<file path="src/rtl/pipe_stage_buf.sv">
// Elastic pipeline-stage register: valid/ready handshake over a 2-entry skid buffer,
// with stall/mem-stall hold, flush-to-bubble, optional zero squashing and a flush counter.
module pipe_stage_buf #(
    parameter int                DATA_W    = 32,
    parameter int                PC_W      = 32,
    parameter logic [DATA_W-1:0] BUBBLE    = '0,
    parameter bit                DROP_ZERO = 1'b1,
    parameter int                CNT_W     = 16
) (
    input  logic              clk_i,
    input  logic              rst_i,
    input  logic              up_valid_i,
    output logic              up_ready_o,
    input  logic [DATA_W-1:0] instr_i,
    input  logic [PC_W-1:0]   pc_i,
    output logic              down_valid_o,
    input  logic              down_ready_i,
    output logic [DATA_W-1:0] instr_o,
    output logic [PC_W-1:0]   pc_o,
    input  logic              stall_i,
    input  logic              mem_stall_i,
    input  logic              flush_i,
    output logic [CNT_W-1:0]  flush_cnt_o
);

    typedef enum logic [1:0] {
        ST_EMPTY = 2'd0,
        ST_FULL  = 2'd1,
        ST_SKID  = 2'd2
    } state_t;

    state_t            state_r;
    state_t            state_nxt_s;
    logic              valid_r;
    logic              up_ready_r;
    logic [DATA_W-1:0] main_data_r;
    logic [PC_W-1:0]   main_pc_r;
    logic [DATA_W-1:0] skid_data_r;
    logic [PC_W-1:0]   skid_pc_r;
    logic [CNT_W-1:0]  flush_cnt_r;

    logic out_go_s;
    logic in_go_s;
    logic in_keep_s;
    logic load_main_in_s;
    logic load_main_skid_s;
    logic load_skid_s;

    assign out_go_s  = valid_r & down_ready_i & ~stall_i & ~mem_stall_i;
    assign in_go_s   = up_valid_i & up_ready_r;
    assign in_keep_s = in_go_s & ~(DROP_ZERO & (instr_i == {DATA_W{1'b0}}));

    // Next-state and entry-load decode; flush overrides every transition.
    always_comb begin
        state_nxt_s      = state_r;
        load_main_in_s   = 1'b0;
        load_main_skid_s = 1'b0;
        load_skid_s      = 1'b0;
        if (flush_i) begin
            state_nxt_s = ST_EMPTY;
        end else begin
            case (state_r)
                ST_EMPTY: begin
                    if (in_keep_s) begin
                        state_nxt_s    = ST_FULL;
                        load_main_in_s = 1'b1;
                    end else begin
                        state_nxt_s = ST_EMPTY;
                    end
                end
                ST_FULL: begin
                    if (in_keep_s && out_go_s) begin
                        load_main_in_s = 1'b1;
                    end else if (in_keep_s) begin
                        state_nxt_s = ST_SKID;
                        load_skid_s = 1'b1;
                    end else if (out_go_s) begin
                        state_nxt_s = ST_EMPTY;
                    end else begin
                        state_nxt_s = ST_FULL;
                    end
                end
                ST_SKID: begin
                    if (out_go_s) begin
                        state_nxt_s      = ST_FULL;
                        load_main_skid_s = 1'b1;
                    end else begin
                        state_nxt_s = ST_SKID;
                    end
                end
                default: begin
                    state_nxt_s = ST_EMPTY;
                end
            endcase
        end
    end

    // State, entries and registered output decode; the head reads back as BUBBLE when empty.
    always_ff @(posedge clk_i or negedge rst_i) begin
        if (!rst_i) begin
            state_r     <= ST_EMPTY;
            valid_r     <= 1'b0;
            up_ready_r  <= 1'b1;
            main_data_r <= BUBBLE;
            main_pc_r   <= {PC_W{1'b0}};
            skid_data_r <= {DATA_W{1'b0}};
            skid_pc_r   <= {PC_W{1'b0}};
        end else begin
            state_r    <= state_nxt_s;
            valid_r    <= (state_nxt_s != ST_EMPTY);
            up_ready_r <= (state_nxt_s != ST_SKID);
            if (state_nxt_s == ST_EMPTY) begin
                main_data_r <= BUBBLE;
                main_pc_r   <= {PC_W{1'b0}};
            end else if (load_main_in_s) begin
                main_data_r <= instr_i;
                main_pc_r   <= pc_i;
            end else if (load_main_skid_s) begin
                main_data_r <= skid_data_r;
                main_pc_r   <= skid_pc_r;
            end
            if (load_skid_s) begin
                skid_data_r <= instr_i;
                skid_pc_r   <= pc_i;
            end
        end
    end

    // Saturating count of flush cycles.
    always_ff @(posedge clk_i or negedge rst_i) begin
        if (!rst_i) begin
            flush_cnt_r <= {CNT_W{1'b0}};
        end else if (flush_i && (flush_cnt_r != {CNT_W{1'b1}})) begin
            flush_cnt_r <= flush_cnt_r + {{(CNT_W-1){1'b0}}, 1'b1};
        end
    end

    assign up_ready_o   = up_ready_r;
    assign down_valid_o = valid_r;
    assign instr_o      = main_data_r;
    assign pc_o         = main_pc_r;
    assign flush_cnt_o  = flush_cnt_r;

endmodule

</file>
<file path="config.mk">
export PLATFORM = sky130hd
export DESIGN_NAME = pipe_stage_buf
export DESIGN_NICKNAME = d
export VERILOG_FILES = /design/src/rtl/pipe_stage_buf.sv
export SDC_FILE = /design/constraint.sdc
export NUM_CORES = 1
export LEC_CHECK = 0
export CAP_MARGIN = 0
export CORE_MARGIN = 4
export CORE_UTILIZATION = 60
export CTS_CLUSTER_DIAMETER = 60
export DETAILED_ROUTE_END_ITERATION = 10
export DONT_BUFFER_PORTS = 1
export PLACE_DENSITY = 0.85
export SLEW_MARGIN = 20
export SYNTH_ARGS = -nofsm -noshare
export SYNTH_HDL_FRONTEND = slang
export SYNTH_SLANG_ARGS = --single-unit
</file>
<file path="constraint.sdc">
create_clock -name clk_i -period 5.1 [get_ports clk_i]
set_clock_uncertainty 0.15 [all_clocks]
set_input_delay 1.275 -clock clk_i [delete_from_list [all_inputs] [get_ports clk_i]]
set_output_delay 1.275 -clock clk_i [all_outputs]
set_load 0.005 [all_outputs]
</file>
==> results of run 1 <==
[logic make-up after synthesis]
logic type / share of synthesized area, %
AO/OA/AOI/OAI: 19.1
adder cells (fa/ha/maj): 0.175
buffers and inverters: 5.49
AND/OR/NAND/NOR: 11.3
XOR/XNOR: 1.96
multiplexers: 10.2
flip-flops: 51.7
[power by group]
part	internal (µW)	switching [µW]
registers	1500	219
logic	356	378
clock network	807	483
total	2660	1080
[path summary, 6_finish.rpt]
| check | cells after the start | slack (ps) | startpoint | endpoint |
|---|---|---|---|---|
| setup / recovery | 6 | 1790 | instr_i[24] | instr_o[5] |
| hold / removal | 1 | 360 | skid_pc_r[26] | skid_pc_r[26] |
| setup reg to reg | 6 | 2310 | up_ready_o | pc_o[3] |
| hold reg to reg | 1 | 360 | skid_pc_r[26] | skid_pc_r[26] |
| max in group asynchronous | 0 | 4170 | rst_i | up_ready_o |
| min in group asynchronous | 0 | 400 | rst_i | skid_pc_r[6] |
[cell usage after synthesis, types with 2 or more instances]
cell      instances  area (µm²)
buf_2            11        55.1
buf_6            16         180
nand2b_1          2        12.5
dfrtp_1         147        3680
and4_4            2        22.5
mux2_2           65         732
xnor2_1          11        96.3
a311oi_2         61         916
nand3b_1          2        15.0
nor3_1            3        15.0
clkbuf_1          4        15.0
nand3_1           5        25.0
a21oi_1          69         345
buf_4            18         135
a311oi_1          3        26.3
nor2_1            8        30.0
inv_1             2        7.51
nor4_1            9        56.3
xor2_1            5        43.8
nand2_1         137         514
nand4_1           4        25.0
[flip-flops by register name (all words and copies together) (netlist names)]
register / count
up_ready_o: 1
pc_o: 32
skid_pc_r: 32
flush_cnt_o: 16
state_r: 2
instr_o: 32
skid_data_r: 32
down_valid_o: 1
[worst max-delay path, delay by kind of cell]
kind	cells	cell delay, ps
compound gates	3	830
buf+inv	1	410
simple gates	2	870
[routing by layer]
metal / routed length, µm / GRT usage, % / vias to the layer above
li1: - / - / 2143
met1: 6310 / 28.3 / 2438
met2: 8060 / 39.1 / 170
met3: 1510 / 10.5 / 40
met4: 505 / 11.4 / 0
met5: 0 / 0 / -
[through the flow]
step	utilization (%)	hold slack (ps)
floorplan	-	329
global placement	61.1	336
detailed placement	61.1	343
CTS	66.5	357
global route	66.5	360
finish	66.5	356
[cell type report]
type	count	share of cell area (%)
tap	143	2.33
sequential	148	48.2
clock buffer	20	6.07
clock inverter	12	2.00
timing repair buffer	8	1.11
inverter	2	0.0976
multi-input combinational	402	40.2
==> flow_summary.json, run 1 <==
{
  "clk_pin_slew_worst_paths_ps": 60,
  "setup_ws_ps": 1790,
  "antenna_found_initial": 0,
  "slew_viol_final": 0,
  "viasPerCell": 6.52,
  "root_buffer": "clkbuf_16",
  "p_leak_uw": 0.00315,
  "hold_violations": 0,
  "cts_max_level": 4,
  "core_mm2": 0.0116,
  "holdBufCountCts": 0,
  "post-cts-setup-buffers": 0,
  "regArea_mm2": 0.00370,
  "avgSynthCellArea_um2": 11.9,
  "synthFlopType": "dfrtp_1",
  "dr.pass1.iters": 4,
  "async_flop_share_pct": 100,
  "ios": 153,
  "cts_buffer_depth": 2,
  "arrival_ps": 3390,
  "syn_area_mm2": 0.00716,
  "yosys_warnings": 0,
  "gp_congestion": 0.812,
  "dp_hpwl_um": 10300,
  "design_area_mm2": 0.00769,
  "outcome": "completed",
  "ant_nets": 0,
  "fillers": 824,
  "grt_pass1_vias": 5001,
  "dp_slack_ps": 1370,
  "final_nets": 651,
  "layout-drive-gt1-share_pct": 30.6,
  "tightestPinTransition_ps": 1080,
  "setup_violations": 0,
  "cts.sinks": 148,
  "ys_seq_elements": 148,
  "grt_util_all_layers_pct": 24.4,
  "layoutNonFillerInstCount": 735,
  "placedCellCount": 703,
  "maxSlewHeadroom_pct": 28.3,
  "drc_errors": 0,
  "wirelength_um": 16400,
  "period_minus_slack_ps": 3310,
  "rsz0062_at_grt": "no",
  "fmax_ghz": 0.302,
  "hp-class": "flip-flop to flip-flop",
  "ys_types": 38,
  "crit_slowest_cell": "o21ai_4",
  "crit_path_end_kind": "flip-flop",
  "rows": 39,
  "io_buffer_count": 0,
  "crit_required_ps": 5180,
  "layout_common_cells": "147 x dfrtp_1, 137 x nand2_1, 68 x a21oi_1, 65 x mux2_2, 61 x a311oi_2",
  "cts.repair.resized": 0,
  "max_stage_delay_ps": 630,
  "path_cells": "nor4_1 > and4_4 > a21oi_1 > o21ai_4 > buf_4 > a311oi_2",
  "worstSkewPairLatency_ps": 420,
  "grt_pass1_wl_um": 25600,
  "grt_max_degree": 149,
  "cts_buffers": 17,
  "synth_edf_count": 0,
  "fin_crit_sh_pct": 64.9,
  "syn_inst": 601,
  "finalSetupTns_ps": 0,
  "start_util_pct": 61.9,
  "synth_nets": 673,
  "drv_cap": 0,
  "area_growth_pct": 7.43,
  "path_class": "input port to flip-flop",
  "cts_tree": "built",
  "final_common_cell": "dfrtp_1",
  "dieWidth_um": 117,
  "multi_input_comb_area_mm2": 0.00310,
  "route.vias.total": 4791,
  "routedWlPerCell_um": 22.3,
  "drtIter0Drc": 512,
  "power-per-cell-area_mw_per_mm2": 487,
  "ys_seq_area_share_pct": 51.7,
  "crit_fanout": 17,
  "dieArea_mm2": 0.0137,
  "ir_drop_mv": 0.353,
  "finalPower_uw": 3740,
  "overflow": 0,
  "startpoint_type": "input port",
  "dpl-instance-area_mm2": 0.00707,
  "antennaDiodeCount": 0,
  "die_h_um": 117
}
Note: power is estimated with default switching activity, not from simulation.
==> run 2: changes to the inputs <==
==> constraint.sdc (replaced) <==
create_clock -name clk_i -period 3.05 [get_ports clk_i]
set_clock_uncertainty 0.15 [all_clocks]
set_input_delay 0.7625 -clock clk_i [delete_from_list [all_inputs] [get_ports clk_i]]
set_output_delay 0.7625 -clock clk_i [all_outputs]
set_load 0.005 [all_outputs]
==> run 2 against run 1 <==
- the flow now finishes with violations (hold timing)
- setup slack lost 1300 ps
- final cell count increased by 0.27%
- global-route usage increased by 0.064 points
- clock-buffer cell count is 1 lower
- first-iteration DRC count decreased by 32%
- utilization about the same
- via count fell by 1.0%
- design area hardly changed
- clock power is 56% higher
- routed wire length shrank 0.38%
- power increased by 64%
- largest cell class unchanged
==> flow_summary.json, run 2 (same netlist as run 1, synthesis figures left out) <==
{
  "fin_crit_sh_pct": 84.9,
  "grt_util_all_layers_pct": 24.4,
  "antennaDiodeCount": 0,
  "routedWlPerCell_um": 22.1,
  "rsz0062_at_grt": "no",
  "grt_pass1_wl_um": 25700,
  "layout_common_cells": "147 x dfrtp_1, 137 x nand2_1, 68 x a21oi_1, 65 x mux2_2, 61 x a311oi_2",
  "finalPower_uw": 6130,
  "route.vias.total": 4742,
  "crit_fanout": 64,
  "cts_buffers": 17,
  "cts_max_level": 4,
  "crit_path_end_kind": "flip-flop",
  "dieWidth_um": 117,
  "viasPerCell": 6.43,
  "slew_viol_final": 0,
  "post-cts-setup-buffers": 0,
  "die_h_um": 117,
  "drtIter0Drc": 347,
  "start_util_pct": 61.9,
  "root_buffer": "clkbuf_16",
  "dieArea_mm2": 0.0137,
  "ios": 153,
  "hold_violations": 147,
  "overflow": 0,
  "antenna_found_initial": 0,
  "cts_buffer_depth": 2,
  "final_common_cell": "dfrtp_1",
  "rrSetupSlack_ps": 460,
  "power-per-cell-area_mw_per_mm2": 797,
  "fmax_ghz": 0.386,
  "tightestPinTransition_ps": 1080,
  "outcome": "finished with violations",
  "cts.sinks": 148,
  "cts.repair.resized": 0,
  "fin_util_pct": 66.5,
  "core_mm2": 0.0116,
  "rows": 39,
  "dpl-instance-area_mm2": 0.00711,
  "holdWs_ps": -105,
  "gp_congestion": 0.791,
  "hp-class": "input port to asynchronous set/reset pin",
  "crit_required_ps": 3120,
  "ant_nets": 0,
  "layoutNonFillerInstCount": 737,
  "design_area_mm2": 0.00769,
  "finalSetupTns_ps": 0,
  "period_minus_slack_ps": 2590,
  "p_leak_uw": 0.00313,
  "maxSlewHeadroom_pct": 28.3,
  "final_nets": 653,
  "drv_cap": 0,
  "arrival_ps": 2660,
  "violations": "hold timing",
  "grt_max_degree": 149,
  "layout-drive-gt1-share_pct": 30.6,
  "cts_tree": "built",
  "placedCellCount": 705,
  "clk_pin_slew_worst_paths_ps": 60,
  "wirelength_um": 16300,
  "fillers": 857,
  "grt_pass1_vias": 5109,
  "startpoint_type": "flip-flop",
  "worstSkewPairLatency_ps": 410,
  "drc_errors": 0,
  "dp_hpwl_um": 10700,
  "path_class": "flip-flop to flip-flop",
  "dr.pass1.iters": 4,
  "setup_violations": 0,
  "area_growth_pct": 7.39,
  "ir_drop_mv": 0.507,
  "io_buffer_count": 0
}
run 2: cell count changes in the layout (fill, tap and decap cells not counted), sizes merged:
cell | previous run | this run
clkinvlp | 3 | 8
clkinv | 6 | 3
buf | 8 | 10
bufinv | 3 | 2
clkbuf | 20 | 19
run 2: routing by layer:
layer  GRT usage, %  share of wire (%)  wire (µm)  vias up
met1           28.0                 37       6090     2403
met5              0                  0          0        -
met3           8.38                8.8       1440       25
met2           42.2                 52       8470      171
li1               -                  -          -     2143
met4           9.40                1.9        316        0
run 2: cell type report:
cell class	count	area [µm²]	share of cell area [%]
Clock buffer	19	443	5.76
Inverter	2	7.51	0.0976
Sequential cell	148	3700	48.2
Clock inverter	13	135	1.76
Tap cell	143	179	2.33
Timing Repair Buffer	10	125	1.63
Multi-Input combinational cell	402	3100	40.3
run 2: final timing paths:
| path | start | end | cells past startpoint |
|---|---|---|---|
| max in group asynchronous | rst_i | up_ready_o | 0 |
| hold / removal | rst_i | skid_pc_r[2] | 0 |
| setup / recovery | up_ready_o | instr_o[24] | 5 |
| min in group clk_i | flush_i | state_r[1] | 1 |
| setup reg to reg | up_ready_o | instr_o[24] | 5 |
| hold reg to reg | skid_data_r[15] | skid_data_r[15] | 1 |
run 2: through the flow:
stage	setup slack, ps	hold slack, ps
floorplan	709	317
global placement	236	322
detailed placement	183	322
CTS	459	-122
global route	317	-134
finish	462	-105
run 2: where the power goes:
group	switching [µW]	internal, µW	leakage (µW)
Sequential	373	2510	0.00191
Clock	791	1220	0.000259
Combinational	633	602	0.000957
Total	1800	4330	0.00313
run 2: worst max-delay path: stages (launching register included):
cell and delay (ps):
dfstp_2 570, nand3b_1 150, a21o_1 220, a21oi_4 160, and2_4 880, a311oi_2 220
==> run 3: changes to the inputs <==
==> constraint.sdc (replaced) <==
create_clock -name clk_i -period 2.4 [get_ports clk_i]
set_clock_uncertainty 0.15 [all_clocks]
set_input_delay 0.6 -clock clk_i [delete_from_list [all_inputs] [get_ports clk_i]]
set_output_delay 0.6 -clock clk_i [all_outputs]
set_load 0.005 [all_outputs]
==> run 3 against run 2 <==
- the flow still finishes with violations (hold timing)
- register-to-register slack got worse by 230 ps
- worst hold slack lost 160 ps
- sequential cell count is the same
- setup slack worse by 230 ps
- combinational power is 34% higher
- clock power is 21% higher
- first-iteration DRC count grew 21%
- critical path type unchanged
- sequential share of layout area is 1.2 points lower
- critical path depth increased by 1
- fmax rose by 19%
- routed wire length barely moved
- die area did not move
==> flow_summary.json, run 3 (same netlist as run 1, synthesis figures left out) <==
{
  "worst_r2r_path_depth": 6,
  "maxSlewHeadroom_pct": 63.4,
  "swShare_pct": 28.8,
  "dieWidth_um": 117,
  "arrival_ps": 2330,
  "max_stage_delay_ps": 580,
  "p_switching_uw": 2240,
  "layout-drive-gt1-share_pct": 31.5,
  "cts.sinks": 148,
  "dpl-instance-area_mm2": 0.00735,
  "rrSetupSlack_ps": 230,
  "drv_cap": 0,
  "crit_required_ps": 2560,
  "cts_tree": "built",
  "die_h_um": 117,
  "grt_pass1_wl_um": 26200,
  "antennaDiodeCount": 0,
  "hold_violations": 147,
  "grt_max_degree": 149,
  "multi_input_comb_area_mm2": 0.00310,
  "drtIter0Drc": 419,
  "fillers": 825,
  "area_growth_pct": 10.2,
  "regArea_mm2": 0.00370,
  "holdWs_ps": -267,
  "dp_hpwl_um": 10900,
  "path_class": "flip-flop to flip-flop",
  "design_area_mm2": 0.00789,
  "ir_drop_mv": 0.650,
  "path_cells": "nand3b_1 > a211oi_2 > a21boi_4 > buf_12 > nand2_1 > a311oi_2",
  "final_nets": 670,
  "gp_congestion": 0.811,
  "comb_power_share_pct": 21.3,
  "worstSkewPairLatency_ps": 410,
  "route.vias.total": 4868,
  "wirelength_um": 16300,
  "dieArea_mm2": 0.0137,
  "routedWlPerCell_um": 21.7,
  "grt_pass1_vias": 5129,
  "fin_crit_sh_pct": 90.4,
  "r2r-end": "instr_o[19]",
  "overflow": 0,
  "power-per-cell-area_mw_per_mm2": 983,
  "fmax_ghz": 0.461,
  "cts_max_level": 4,
  "dr.pass1.iters": 5,
  "crit_fanout": 49,
  "post-cts-setup-buffers": 0,
  "clk_pin_slew_worst_paths_ps": 60,
  "tightestPinTransition_ps": 544,
  "hp-class": "input port to asynchronous set/reset pin",
  "crit_slowest_cell": "dfstp_2",
  "ios": 153,
  "antenna_found_initial": 0,
  "reg2reg_from": "up_ready_o",
  "viasPerCell": 6.46,
  "p_clk_share_pct": 31.4,
  "violations": "hold timing",
  "rsz0062_at_grt": "no",
  "startpoint_type": "flip-flop",
  "final_common_cell": "dfrtp_1",
  "cts_buffer_depth": 2,
  "rows": 39,
  "root_buffer": "clkbuf_16",
  "layout_common_cells": "147 x dfrtp_1, 137 x nand2_1, 68 x a21oi_1, 65 x mux2_2, 61 x a311oi_2",
  "p_int_uw": 5520,
  "start_util_pct": 61.9,
  "p_seq_share_pct": 47.3,
  "period_minus_slack_ps": 2170,
  "slew_viol_final": 0,
  "cts_buffers": 17,
  "core_mm2": 0.0116,
  "setup_violations": 0,
  "outcome": "finished with violations",
  "grt_util_all_layers_pct": 24.7,
  "drc_errors": 0,
  "p_leak_uw": 0.00325,
  "crit_path_end_kind": "flip-flop",
  "ant_nets": 0,
  "cts.repair.resized": 0,
  "io_buffer_count": 0
}
[run 3: cell count changes in the layout (fill, tap and decap cells not counted)]
cell	before	now
clkbuf_1	1	7
buf_4	6	14
clkbuf_8	1	3
clkinvlp_4	8	1
clkinv_2	3	2
bufinv_16	2	1
buf_12	4	13
[run 3: final cells by class]
type	instances	area share, %
flip-flops and latches	148	46.9
multi-input cells	402	39.2
well taps	143	2.27
inverters	2	0.0951
clock inverters	4	0.602
clock buffers	27	6.25
repair buffers	27	4.63
[run 3: critical path, delay by kind of cell, from the launching register on]
family / cells / cell delay, ps
flops: 1 / 580
buf+inv: 1 / 270
simple gates: 2 / 260
compound gates: 3 / 800
[run 3: worst max-delay path by stage]
stage / start / endpoint / slack, ps / cells after the start
CTS: up_ready_o / instr_o[19] / 220 / 6
floorplan: instr_i[11] / skid_data_r[0] / 220 / 6
global route: up_ready_o / pc_o[0] / 110 / 6
global placement: instr_i[0] / skid_data_r[24] / -100 / 7
detailed placement: instr_i[0] / pc_o[7] / -140 / 8
finish: up_ready_o / instr_o[19] / 230 / 6
[run 3: layer usage]
metal / wire length (µm) / vias to the layer above / track usage (%)
met5: 0 / - / 0
met1: 6210 / 2472 / 28.9
met4: 252 / 0 / 8.18
li1: - / 2175 / -
met2: 8310 / 198 / 41.4
met3: 1560 / 23 / 10.0
[run 3: power by group through the flow]
stage	logic (µW)	registers [µW]	clock network, µW
after CTS	1670	3660	2490
after detailed placement	1660	3690	0
after global routing	1840	3750	2630
final	1650	3670	2430
after floorplan	1400	3550	0
after global placement	1540	3630	0
[run 3: metrics by stage]
stage | total power [µW] | util, % | setup TNS, ps | std cells | worst slack [ps]
6_report | 7760 | 68.2 | 0 | 753 | 231
5_1_grt | 8210 | 68.2 | 0 | 753 | 115
4_1_cts | 7820 | 68.2 | 0 | 753 | 220
3_3_place_gp | 5180 | 63.6 | -9790 | 722 | -99.0
2_1_floorplan | 4950 | - | 0 | 601 | 221
3_5_place_dp | 5350 | 63.6 | -10490 | 722 | -136
